File: src/rtl/regfile_wb_pkg.sv
// Shared types and constants for the register-file writeback path.
package regfile_wb_pkg;

    localparam int REG_ADDR_W = 5;
    localparam int REG_DATA_W = 64;
    localparam logic [REG_ADDR_W-1:0] XZR_ADDR = 5'd31;

    typedef struct packed {
        logic [REG_ADDR_W-1:0] addr;
        logic [REG_DATA_W-1:0] data;
    } wb_entry_t;

endpackage

File: src/rtl/wb_fifo.sv
// In-order queue of writeback entries. With WB_PENDING_MASK_EN defined it also
// exposes every slot and its valid bit so the top can build the pending mask.
module wb_fifo
    import regfile_wb_pkg::*;
#(
    parameter  int DEPTH = 4,
    localparam int PTR_W = $clog2(DEPTH),
    localparam int CNT_W = $clog2(DEPTH + 1)
) (
    input  logic             CLOCK,
    input  logic             RESET_N,
    input  logic             push,
    input  wb_entry_t        pushEntry,
    input  logic             pop,
    output wb_entry_t        headEntry,
    output logic             full,
    output logic             empty,
    output logic [CNT_W-1:0] count
`ifdef WB_PENDING_MASK_EN
    ,
    output wb_entry_t        slots [DEPTH],
    output logic [DEPTH-1:0] slotValid
`endif
);

    wb_entry_t        mem [DEPTH];
    logic [PTR_W-1:0] wrPtr;
    logic [PTR_W-1:0] rdPtr;
    logic             doPush;
    logic             doPop;

    assign doPush    = push && !full;
    assign doPop     = pop && !empty;
    assign full      = (count == CNT_W'(DEPTH));
    assign empty     = (count == '0);
    assign headEntry = mem[rdPtr];

    always_ff @(posedge CLOCK) begin
        if (!RESET_N) begin
            wrPtr <= '0;
            rdPtr <= '0;
            count <= '0;
        end else begin
            if (doPush) wrPtr <= wrPtr + PTR_W'(1);
            if (doPop)  rdPtr <= rdPtr + PTR_W'(1);
            if (doPush && !doPop)      count <= count + CNT_W'(1);
            else if (!doPush && doPop) count <= count - CNT_W'(1);
        end
    end

    // Storage carries no reset; slot validity comes from the pointers alone.
    always_ff @(posedge CLOCK) begin
        if (doPush) mem[wrPtr] <= pushEntry;
    end

`ifdef WB_PENDING_MASK_EN
    assign slots = mem;

    // A slot is live when its distance from the head is below the count.
    for (genvar i = 0; i < DEPTH; i++) begin : g_valid
        logic [PTR_W-1:0] age;
        assign age          = PTR_W'(i) - rdPtr;
        assign slotValid[i] = CNT_W'(age) < count;
    end
`endif

endmodule

File: src/rtl/regfile_writeback_unit.sv
// Writeback initiator: arbitrates ALU/MEM results into an in-order queue and
// retires one register write per cycle. Optional macro: WB_PENDING_MASK_EN.
module regfile_writeback_unit
    import regfile_wb_pkg::*;
#(
    parameter int DEPTH = 4
) (
    input  logic                          CLOCK,
    input  logic                          RESET_N,
    input  logic                          alu_valid,
    input  logic [REG_ADDR_W-1:0]         alu_addr,
    input  logic [REG_DATA_W-1:0]         alu_data,
    output logic                          alu_ready,
    input  logic                          mem_valid,
    input  logic [REG_ADDR_W-1:0]         mem_addr,
    input  logic [REG_DATA_W-1:0]         mem_data,
    output logic                          mem_ready,
    output logic [REG_ADDR_W-1:0]         writeAddress,
    output logic [REG_DATA_W-1:0]         writeData,
    output logic                          regWrite,
    output logic [$clog2(DEPTH+1)-1:0]    occupancy,
    output logic [31:0]                   pending_mask
);

    wb_entry_t inEntry;
    wb_entry_t headEntry;
    logic      full;
    logic      empty;
    logic      push;
    logic      pop;
    logic      memTake;
    logic      aluTake;

    // Ready looks only at registered full and mem_valid; MEM has priority.
    assign mem_ready = !full;
    assign alu_ready = !full && !mem_valid;
    assign memTake   = mem_valid && mem_ready;
    assign aluTake   = alu_valid && alu_ready;

    always_comb begin
        inEntry.addr = alu_addr;
        inEntry.data = alu_data;
        if (mem_valid) begin
            inEntry.addr = mem_addr;
            inEntry.data = mem_data;
        end
    end

    // XZR writes complete the handshake but are dropped here.
    assign push = (memTake || aluTake) && (inEntry.addr != XZR_ADDR);
    assign pop  = !empty;

`ifdef WB_PENDING_MASK_EN
    wb_entry_t        slots [DEPTH];
    logic [DEPTH-1:0] slotValid;
`endif

    wb_fifo #(.DEPTH(DEPTH)) u_fifo (
        .CLOCK     (CLOCK),
        .RESET_N   (RESET_N),
        .push      (push),
        .pushEntry (inEntry),
        .pop       (pop),
        .headEntry (headEntry),
        .full      (full),
        .empty     (empty),
        .count     (occupancy)
`ifdef WB_PENDING_MASK_EN
        ,
        .slots     (slots),
        .slotValid (slotValid)
`endif
    );

    always_ff @(posedge CLOCK) begin
        if (!RESET_N) begin
            regWrite     <= 1'b0;
            writeAddress <= '0;
            writeData    <= '0;
        end else begin
            regWrite <= pop;
            if (pop) begin
                writeAddress <= headEntry.addr;
                writeData    <= headEntry.data;
            end
        end
    end

`ifdef WB_PENDING_MASK_EN
    always_comb begin
        pending_mask = '0;
        for (int i = 0; i < DEPTH; i++) begin
            if (slotValid[i]) pending_mask[slots[i].addr] = 1'b1;
        end
        if (regWrite) pending_mask[writeAddress] = 1'b1;
        pending_mask[XZR_ADDR] = 1'b0;
    end
`else
    assign pending_mask = '0;
`endif

endmodule

File: config.mk
export PLATFORM = sky130hd
export DESIGN_NAME = regfile_writeback_unit
export DESIGN_NICKNAME = d
export VERILOG_FILES = /design/src/rtl/regfile_wb_pkg.sv /design/src/rtl/wb_fifo.sv /design/src/rtl/regfile_writeback_unit.sv
export SDC_FILE = /design/constraint.sdc
export NUM_CORES = 1
export LEC_CHECK = 0
export BUFFER_PORTS_ARGS = -buffer_cell sky130_fd_sc_hd__buf_2
export CAP_MARGIN = 20
export CORE_ASPECT_RATIO = 1.2
export CORE_MARGIN = 1.5
export CORE_UTILIZATION = 28
export CTS_CLUSTER_SIZE = 25
export DETAILED_ROUTE_END_ITERATION = 6
export PLACE_DENSITY = 0.44
export REMOVE_ABC_BUFFERS = 1
export SLEW_MARGIN = 0
export SYNTH_ARGS = -nofsm -noshare
export SYNTH_HDL_FRONTEND = slang
export SYNTH_SLANG_ARGS = --single-unit
File: constraint.sdc
create_clock -name CLOCK -period 6.7 [get_ports CLOCK]
set_clock_uncertainty 0.15 [all_clocks]
set_input_delay 1.34 -clock CLOCK [delete_from_list [all_inputs] [get_ports CLOCK]]
set_output_delay 1.34 -clock CLOCK [all_outputs]
set_load 0.03 [all_outputs]
Word-level counts from Yosys, hierarchy flattened
Memory sizes are Yosys's and may differ from the RTL's. A register that Yosys moved wholly into a read port is not among the register bits.
Index checks and enable logic that the tools add are counted.
{"block": "classes", "n_mux": 5, "reduce_logical": 16, "n_eq_ne": 2, "add_sub_neg": 4}
{"op": "2-to-1 mux 69 bit", "count": 1}
{"op": "logical AND 1 bit", "count": 7}
{"op": "zero test 1 bit", "count": 6}
{"op": "2-to-1 mux 3 bit", "count": 2}
{"op": "!= test 5 bit (second input constant)", "count": 1}
{"op": "adder 2 x 1 -> 2 bit (second input constant)", "count": 2}
{"op": "adder 3 x 1 -> 3 bit (second input constant)", "count": 1}
{"op": "equality test 3 bit (second input constant)", "count": 1}
{"op": "zero test 3 bit", "count": 1}
{"op": "subtractor 3 x 1 -> 3 bit (second input constant)", "count": 1}
{"op": "2-to-1 mux 1 bit", "count": 2}
{"op": "nonzero test 2 bit", "count": 1}
{"op": "logical OR 1 bit", "count": 1}
{"block": "totals", "in_bits": 142, "wordCells": 32, "ramBits": 276, "out_inout_bits": 107, "register_bits": 8, "n_memories": 1}
{"name": "u_fifo.mem", "words": 4, "word_bits": 69, "rd": 1, "rd_ports_with_merged_regs": 1, "wr": 1, "line": "wb_fifo.sv:26", "text": "wb_entry_t mem [DEPTH];"}

Logic depth before layout (Yosys ltp)
Gate-level depths: netlist of run 1.
{"block": "logic_depth", "depth_word": 11, "ltp_mapped": 9, "ltp_nobuf": 8}

Modules after synthesis
A second synthesis of run 1 with hierarchy kept.
{"block": "hier_totals", "hier_cells": 750, "area_unflattened_um2": 14172.3}
{"module": "wb_fifo", "cells_per_inst": 409, "n_inst": 1, "seq_area_each_um2": 8468.1, "area_each_um2": 10436.3}
{"module": "regfile_writeback_unit", "cells_per_inst": 341, "n_inst": 1, "seq_area_each_um2": 1401.3, "area_each_um2": 3736.1}

Worst setup path after synthesis of run 1
No wires, ideal clock.
{"block": "synth_path", "path_kind": "in2reg", "start": "input port mem_valid", "end": "memory u_fifo.mem[0][0] (netlist name), enable pin", "t_required_ns": 6.115, "n_path_buf": 1, "cell_stages": 5, "arrival_ns": 3.675, "slack_ns": 2.441, "setup_ns": 0.435, "path_cell_list": "buf_2 > nand2b_1 > nor2_1 > nor3_2 > and2_1"}
{"block": "synth_via", "elab_chain_len": 8, "word_cells_on_any_way": 11, "classes_between": "eq/ne (1); mux (3); reduce/logical (7)"}
{"item": "start: declaration", "line": "regfile_writeback_unit.sv:14", "text": "input logic mem_valid,"}
{"item": "parallel branches: the longest is 4 deep, another holds 2-to-1 mux 69 bit"}
{"item": "logical AND 1 bit *", "line": "regfile_writeback_unit.sv:50", "text": "assign push = (memTake || aluTake) && (inEntry.addr != XZR_ADDR);"}
{"item": "logical AND 1 bit *", "line": "wb_fifo.sv:32", "text": "assign doPush = push && !full;"}
{"item": "via u_fifo.doPush", "line": "wb_fifo.sv:29", "text": "logic doPush;"}
{"item": "2-to-1 mux 1 bit *", "line": "wb_fifo.sv:53", "text": "if (doPush) mem[wrPtr] <= pushEntry;"}
{"item": "2-to-1 mux 1 bit (implied by the code) *", "line": "wb_fifo.sv:53"}
{"item": "end: declaration", "line": "wb_fifo.sv:26"}
Mark *: on every way through the listed nets, which the timed path passes.

Worst setup path after layout of run 1
{"block": "layout_path", "start": "input port mem_valid", "end": "memory u_fifo.mem[3][43] (netlist name), enable pin"}
The elaborated chain is that of the path after synthesis.

==> results.sh, run 1 <==
export IMPL_maxSlewViolCount=0
export IMPL_yosysTopAreaCellShare_pct=58.9
export IMPL_rr_worst_depth=5
export IMPL_final_nets=1187
export IMPL_vias=7529
export IMPL_seq_power_share_pct=42.9
export IMPL_h_tree_depth=2
export IMPL_yosys_register_bits=353
export IMPL_busiest_layer="met2"
export IMPL_hpwl_um=19700
export IMPL_grt_use_met1_pct=16.5
export IMPL_async_reset_ff_share_pct=0
export IMPL_grt_usage_pct=12.9
export IMPL_clockBufferDepth=3
export IMPL_cts_tree="built"
export IMPL_r2r_end="u_fifo.mem[3][43]"
export IMPL_power_frac_clock_pct=28.2
export IMPL_hold_path_cell_count=2
export IMPL_clk_latency_ns=0.52
export IMPL_fin_ws_ns=2.90
export IMPL_std_cell_rows=89
export IMPL_grt_start_max_net_pins=80
export IMPL_end_kind="flip-flop"
export IMPL_r2r_start="u_fifo.count[0]"
export IMPL_cts_clk_slew_worst_paths_ns=0.06
export IMPL_combPwrFrac_pct=29.0
export IMPL_diodes=0
export IMPL_peakVddDrop_v=0.000399
export IMPL_dieHeight_um=249
export IMPL_worstPathArrival_ns=3.83
export IMPL_cts_root_buf="clkbuf_16"
export IMPL_dieArea_um2=51600
export IMPL_wl_um=33300
export IMPL_setup_tns_ns=0
export IMPL_grt_util_met3_pct=2.50
export IMPL_status="completed"
export IMPL_path_max_fanout=48
export IMPL_whs_endpoint="writeData[13]"
export IMPL_p_sw_mw=2.43
export IMPL_avgSynthCellArea_um2=17.1
export IMPL_worstMarginPinSlew_ns=1.03
export IMPL_rrSetupSlack_ns=3.71
export IMPL_cap_violations=0
export IMPL_gp_congestion=0.662
export IMPL_p_leak_nw=6.08
export IMPL_grt_pass1_wl_um=50300
export IMPL_ctsHoldBuffers=0
export IMPL_ys_types=31
export IMPL_initial_core_util_pct=28.4
export IMPL_sw_frac_of_total_pct=33.0
export IMPL_drt_first_pass_iters=4
export IMPL_critical_path_required_ns=6.73
export IMPL_area_growth_pct=19.7
export IMPL_vias_per_cell=4.41
export IMPL_power_density_nw_per_um2=438
export IMPL_syn_cell_area_um2=14100
export IMPL_io_buffers=216
export IMPL_finalCritPeriodShare_pct=56.7
export IMPL_synth_edf_count=276
export IMPL_synth_area_leaders="edfxtp_1 (59%), mux4_2 (11%), dfxtp_1 (11%)"
export IMPL_numCtsBuffers=38
export IMPL_min_path_type="flip-flop to flip-flop"
export IMPL_syn_instance_count=824
export IMPL_post_cts_resized=0
export IMPL_grt_use_met2_pct=22.3
export IMPL_fp_dieW_um=208
export IMPL_setup_violations=0
export IMPL_grt_ovfl_total=0
export IMPL_cts_sinks=353
export IMPL_pre_cts_ws_ns=2.22
export IMPL_yosysWarnings=0
export IMPL_critPathKind="input port to flip-flop"
export IMPL_cts_setup_buffers=0
export IMPL_antenna_found_initial=0
export IMPL_drt_initial_drc_count=348
export IMPL_min_from="writeData[13]"
export IMPL_drive_above_1_share_pct=39.5
export IMPL_core_area_um2=49400
export IMPL_io_pins=249
export IMPL_wire_per_inst_um=19.5
export IMPL_synth_top_cell_by_area="edfxtp_1"
export IMPL_drc_errors=0
export IMPL_cp_start_kind="input port"
export IMPL_hold_viol=0
export IMPL_synth_top_cells_by_count="edfxtp_1 (276), nand2_1 (145), dfxtp_1 (77)"
export IMPL_synth_flop_cell="edfxtp_1"
export IMPL_ant_nets=0
export IMPL_fin_crit_ns=3.80
export IMPL_fmax_mhz=263
export IMPL_p_int_mw=4.94
export IMPL_synth_seq_area_share_pct=69.9
export IMPL_rsz0062_at_grt="no"
export IMPL_yosysMostFrequentCell="edfxtp_1"
export IMPL_relSlewSlack_pct=31.3
export IMPL_grt_pass1_vias=8140
metrics by stage:
step                      power (mW)  instance area [um^2]  hold slack [ns]  utilization (%)  instances
after floorplan                 4.67                 13600            0.318                -        776
after global placement          5.41                 15600            0.286             31.5       1637
after detailed placement        5.43                 15600            0.291             31.5       1637
after CTS                       7.54                 16800            0.298             34.1       1707
after global routing            7.78                 16800            0.312             34.1       1707
final                           7.37                 16800            0.296             34.1       1707
critical path, stage by stage:
cell	delay, ns
buf_4	0.41
nand2b_1	0.20
nor2_1	0.06
nor3_2	0.44
and2_4	0.80
buf_4	0.49
power groups by stage:
stage	Clock (mW)	Sequential (mW)	Combinational, mW
floorplan	0	3.58	1.09
finish	2.08	3.16	2.14
detailed placement	0	3.22	2.20
global placement	0	3.21	2.20
global route	2.22	3.23	2.33
CTS	2.15	3.18	2.21
cell families (layout without fill, tap and decap cells):
kind of cell | count (synthesis) | in the layout | share of synthesized area, %
mux | 139 | 139 | 16.6
other cells | 1 | 32 | 0.0267
compound gates | 74 | 74 | 3.91
simple gates | 166 | 166 | 4.81
fa+ha+maj | 5 | 5 | 0.445
flops | 353 | 353 | 69.9
buf+inv | 82 | 297 | 4.05
xor+xnor | 4 | 4 | 0.249
final cells by class:
cell class	instances	area [um^2]
clock buffers	60	1150
clock inverters	10	93.8
fillers	4815	32600
inverters	3	16.3
multi-input cells	420	3800
flip-flops and latches	353	9840
well taps	637	797
repair buffers	224	1150
cell usage in the layout (no fill, tap or decap), types with 3 or more instances in the layout:
| cell type | instances |
|---|---|
| edfxtp_1 | 276 |
| buf_2 | 214 |
| nand2_1 | 145 |
| dfxtp_1 | 75 |
| mux4_2 | 69 |
| a21boi_1 | 69 |
| mux2_2 | 68 |
| clkbuf_16 | 41 |
| conb_1 | 32 |
| clkbuf_1 | 14 |
| buf_4 | 10 |
| ha_1 | 5 |
| clkbuf_8 | 5 |
| clkinv_1 | 5 |
| and2_4 | 4 |
| and2_1 | 4 |
| nor2_1 | 3 |
| clkinv_2 | 3 |
worst max-delay path by stage:
stage / cells after the start / from / end / slack [ns]
6_report: 6 / mem_valid / u_fifo.mem[3][43] / 2.90
5_1_grt: 6 / mem_valid / u_fifo.mem[3][58] / 2.68
4_1_cts: 6 / mem_valid / u_fifo.mem[3][47] / 2.77
3_5_place_dp: 6 / mem_valid / u_fifo.mem[3][8] / 2.22
3_3_place_gp: 6 / mem_valid / u_fifo.mem[3][15] / 2.27
2_1_floorplan: 4 / mem_valid / u_fifo.mem[0][0] / 2.61
registers in the layout, indices dropped and copies added, names as in the netlist:
register / cells
u_fifo.count: 3
writeAddress: 5
u_fifo.mem: 276
regWrite: 1
u_fifo.wrPtr: 2
writeData: 64
u_fifo.rdPtr: 2
layer usage:
layer	up-vias	part of all wire (%)
met4	0	1.8
met1	3803	44
met5	-	0
li1	3482	-
met2	202	50
met3	42	4.7
Note: power is estimated with default switching activity, not from simulation.
==> inputs of run 2 (changes only) <==
Settings changed: ABC_AREA set to 1.
Clock period 6.7 ns to 3.95 ns, I/O delays scaled along.
==> run 2 against run 1 <==
  * Setup slack worse by 1.7 ns
  * Clock-buffer cell count is 3 lower
  * Synthesized cell count is 58% higher
  * Critical path depth is 4 higher
  * Die area is 2.4% higher
  * Largest cell class unchanged
  * Utilization is 0.083 points lower
  * Final cell count is 27% higher
  * Sequential share of layout area is 1.2 points lower
  * First-iteration DRC count is 37% higher
  * Combinational power is 110% higher
  * Critical endpoint is now u_fifo.mem[2][28]
  * Global-route usage is 1.0 points higher
==> results.sh, run 2 <==
export IMPL_fin_crit_ns=2.79
export IMPL_hold_path_cell_count=2
export IMPL_synth_top_cell_by_area="edfxtp_1"
export IMPL_ctsHoldBuffers=0
export IMPL_largest_register="u_fifo.mem"
export IMPL_yosys_register_bits=353
export IMPL_grt_ovfl_total=0
export IMPL_clk_latency_ns=0.53
export IMPL_ys_types=23
export IMPL_whs_endpoint="u_fifo.count[1]"
export IMPL_antenna_found_initial=0
export IMPL_synth_edf_count=276
export IMPL_vias_per_cell=4.52
export IMPL_io_buffers=216
export IMPL_dpl_cell_area_um2=16000
export IMPL_grt_start_max_net_pins=78
export IMPL_gp_congestion=0.723
export IMPL_numCtsBuffers=39
export IMPL_synth_flop_cell="edfxtp_1"
export IMPL_power_density_nw_per_um2=769
export IMPL_reg_top3="u_fifo.mem x276, writeData x64, writeAddress x5"
export IMPL_r2r_end="writeData[59]"
export IMPL_synth_seq_area_share_pct=68.2
export IMPL_clockBufferDepth=3
export IMPL_wl_um=37200
export IMPL_cts_setup_buffers=0
export IMPL_hpwl_um=22400
export IMPL_min_path_type="flip-flop to flip-flop"
export IMPL_cp_start_kind="input port"
export IMPL_min_from="u_fifo.count[1]"
export IMPL_syn_cell_area_um2=14400
export IMPL_drive_above_1_share_pct=20.4
export IMPL_diodes=0
export IMPL_cts_clk_slew_worst_paths_ns=0.06
export IMPL_async_reset_ff_share_pct=0
export IMPL_cap_violations=0
export IMPL_sw_frac_of_total_pct=38.3
export IMPL_synth_area_leaders="edfxtp_1 (58%), dfxtp_1 (11%), nand2_1 (5.6%)"
export IMPL_grt_pass1_vias=9586
export IMPL_critical_path_required_ns=3.95
export IMPL_fp_dieW_um=210
export IMPL_final_area_um2=17200
export IMPL_worstMarginPinSlew_ns=0.909
export IMPL_initial_core_util_pct=28.5
export IMPL_cts_tree="built"
export IMPL_wire_per_inst_um=17.2
export IMPL_p_leak_nw=7.12
export IMPL_avgSynthCellArea_um2=11.1
export IMPL_io_pins=249
export IMPL_path_max_fanout=43
export IMPL_layout_common_cells="edfxtp_1 (276), nand2_1 (215), buf_2 (214), o21ai_0 (161), nor2_1 (152)"
export IMPL_h_tree_depth=2
export IMPL_grt_pass1_wl_um=56700
export IMPL_yosysTopAreaCellShare_pct=57.5
export IMPL_syn_instance_count=1298
export IMPL_rr_worst_depth=6
export IMPL_p_sw_mw=5.05
export IMPL_ant_nets=0
export IMPL_vias=9779
export IMPL_dieArea_um2=52800
export IMPL_grt_usage_pct=13.9
export IMPL_area_growth_pct=19.2
export IMPL_p_int_mw=8.16
export IMPL_core_area_um2=50600
export IMPL_rrSetupSlack_ns=1.31
export IMPL_yosysMostFrequentCell="edfxtp_1"
export IMPL_layout_commonest_cell="edfxtp_1"
export IMPL_critPathKind="input port to flip-flop"
export IMPL_post_cts_resized=0
export IMPL_synth_top_cells_by_count="edfxtp_1 (276), nand2_1 (215), o21ai_0 (161)"
export IMPL_rsz0062_at_grt="no"
export IMPL_std_cell_rows=90
export IMPL_seq_power_share_pct=41.2
export IMPL_finalCritPeriodShare_pct=70.7
export IMPL_combPwrFrac_pct=33.5
export IMPL_power_frac_clock_pct=25.3
export IMPL_yosysWarnings=0
export IMPL_finalNonFillerCells=2165
export IMPL_dieHeight_um=252
export IMPL_drt_initial_drc_count=476
export IMPL_worstPathArrival_ns=2.79
export IMPL_end_kind="flip-flop"
export IMPL_holdWs_ns=0.346
export IMPL_r2r_start="u_fifo.rdPtr[0]"
export IMPL_placedCellCount=2094
export IMPL_largest_register_ffs=276
export IMPL_final_nets=1638
export IMPL_drc_errors=0
export IMPL_cts_sinks=353
export IMPL_relSlewSlack_pct=39.4
export IMPL_maxSlewViolCount=0
export IMPL_peakVddDrop_v=0.000342
export IMPL_fmax_mhz=358
export IMPL_drt_first_pass_iters=5
export IMPL_hold_viol=0
export IMPL_status="completed"
export IMPL_setup_violations=0
export IMPL_cts_root_buf="clkbuf_16"
export IMPL_final_util_pct=34.0
## run 2: area by class of cell
cell class,count,area (um^2)
fill,5117,33400
sequential,353,9840
multi-input combinational,772,3730
timing repair buffer,234,1280
clock buffer,57,1070
tap,644,806
inverter,91,348
clock inverter,14,97.6
## run 2: power by group through the flow
stage / sequential (mW) / clock [mW] / combinational (mW)
6_report: 5.45 / 3.34 / 4.43
5_1_grt: 5.55 / 3.60 / 4.92
4_1_cts: 5.47 / 3.47 / 4.55
3_5_place_dp: 5.54 / 0 / 4.54
3_3_place_gp: 5.53 / 0 / 4.51
2_1_floorplan: 6.32 / 0 / 1.99
## run 2: per-stage QoR
stage               setup slack [ns]  power (mW)  setup TNS (ns)
floorplan                      -1.49        8.31         -426.41
global placement               0.560        10.0               0
detailed placement             0.544        10.1               0
CTS                             1.10        13.5               0
global route                   0.897        14.1               0
finish                          1.16        13.2               0
## run 2: logic make-up after synthesis
logic type / count (synthesis) / synth area share (%)
compound gates: 358 / 14.4
fa+ha+maj: 5 / 0.434
buf+inv: 204 / 6.91
flops: 353 / 68.2
other cells: 1 / 0.0260
simple gates: 377 / 9.99
## run 2: critical path, cell delays in order
cell and delay (ns):
buf_4 0.37, clkinv_2 0.23, nand2_1 0.10, nand2_1 0.16, nand3_1 0.13, nor2_1 0.06, nor2_2 0.18, inv_2 0.14
nor2_4 0.10, buf_4 0.46
## run 2: layer usage
layer	wire (um)	track usage [%]	share of wire, %
met5	0	0	0
met4	685	3.78	1.8
met3	1550	1.98	4.2
met2	18400	24.0	49
met1	16600	18.2	45
## run 2: worst max path at each step
stage,startpoint,endpoint,slack (ns),cells after the start
2_1_floorplan,mem_valid,u_fifo.mem[0][0],-1.49,7
3_3_place_gp,mem_valid,u_fifo.mem[2][30],0.56,10
3_5_place_dp,mem_valid,u_fifo.mem[2][30],0.54,10
4_1_cts,mem_valid,u_fifo.mem[2][28],1.10,10
5_1_grt,mem_valid,u_fifo.mem[2][30],0.90,10
6_report,mem_valid,u_fifo.mem[2][28],1.16,10
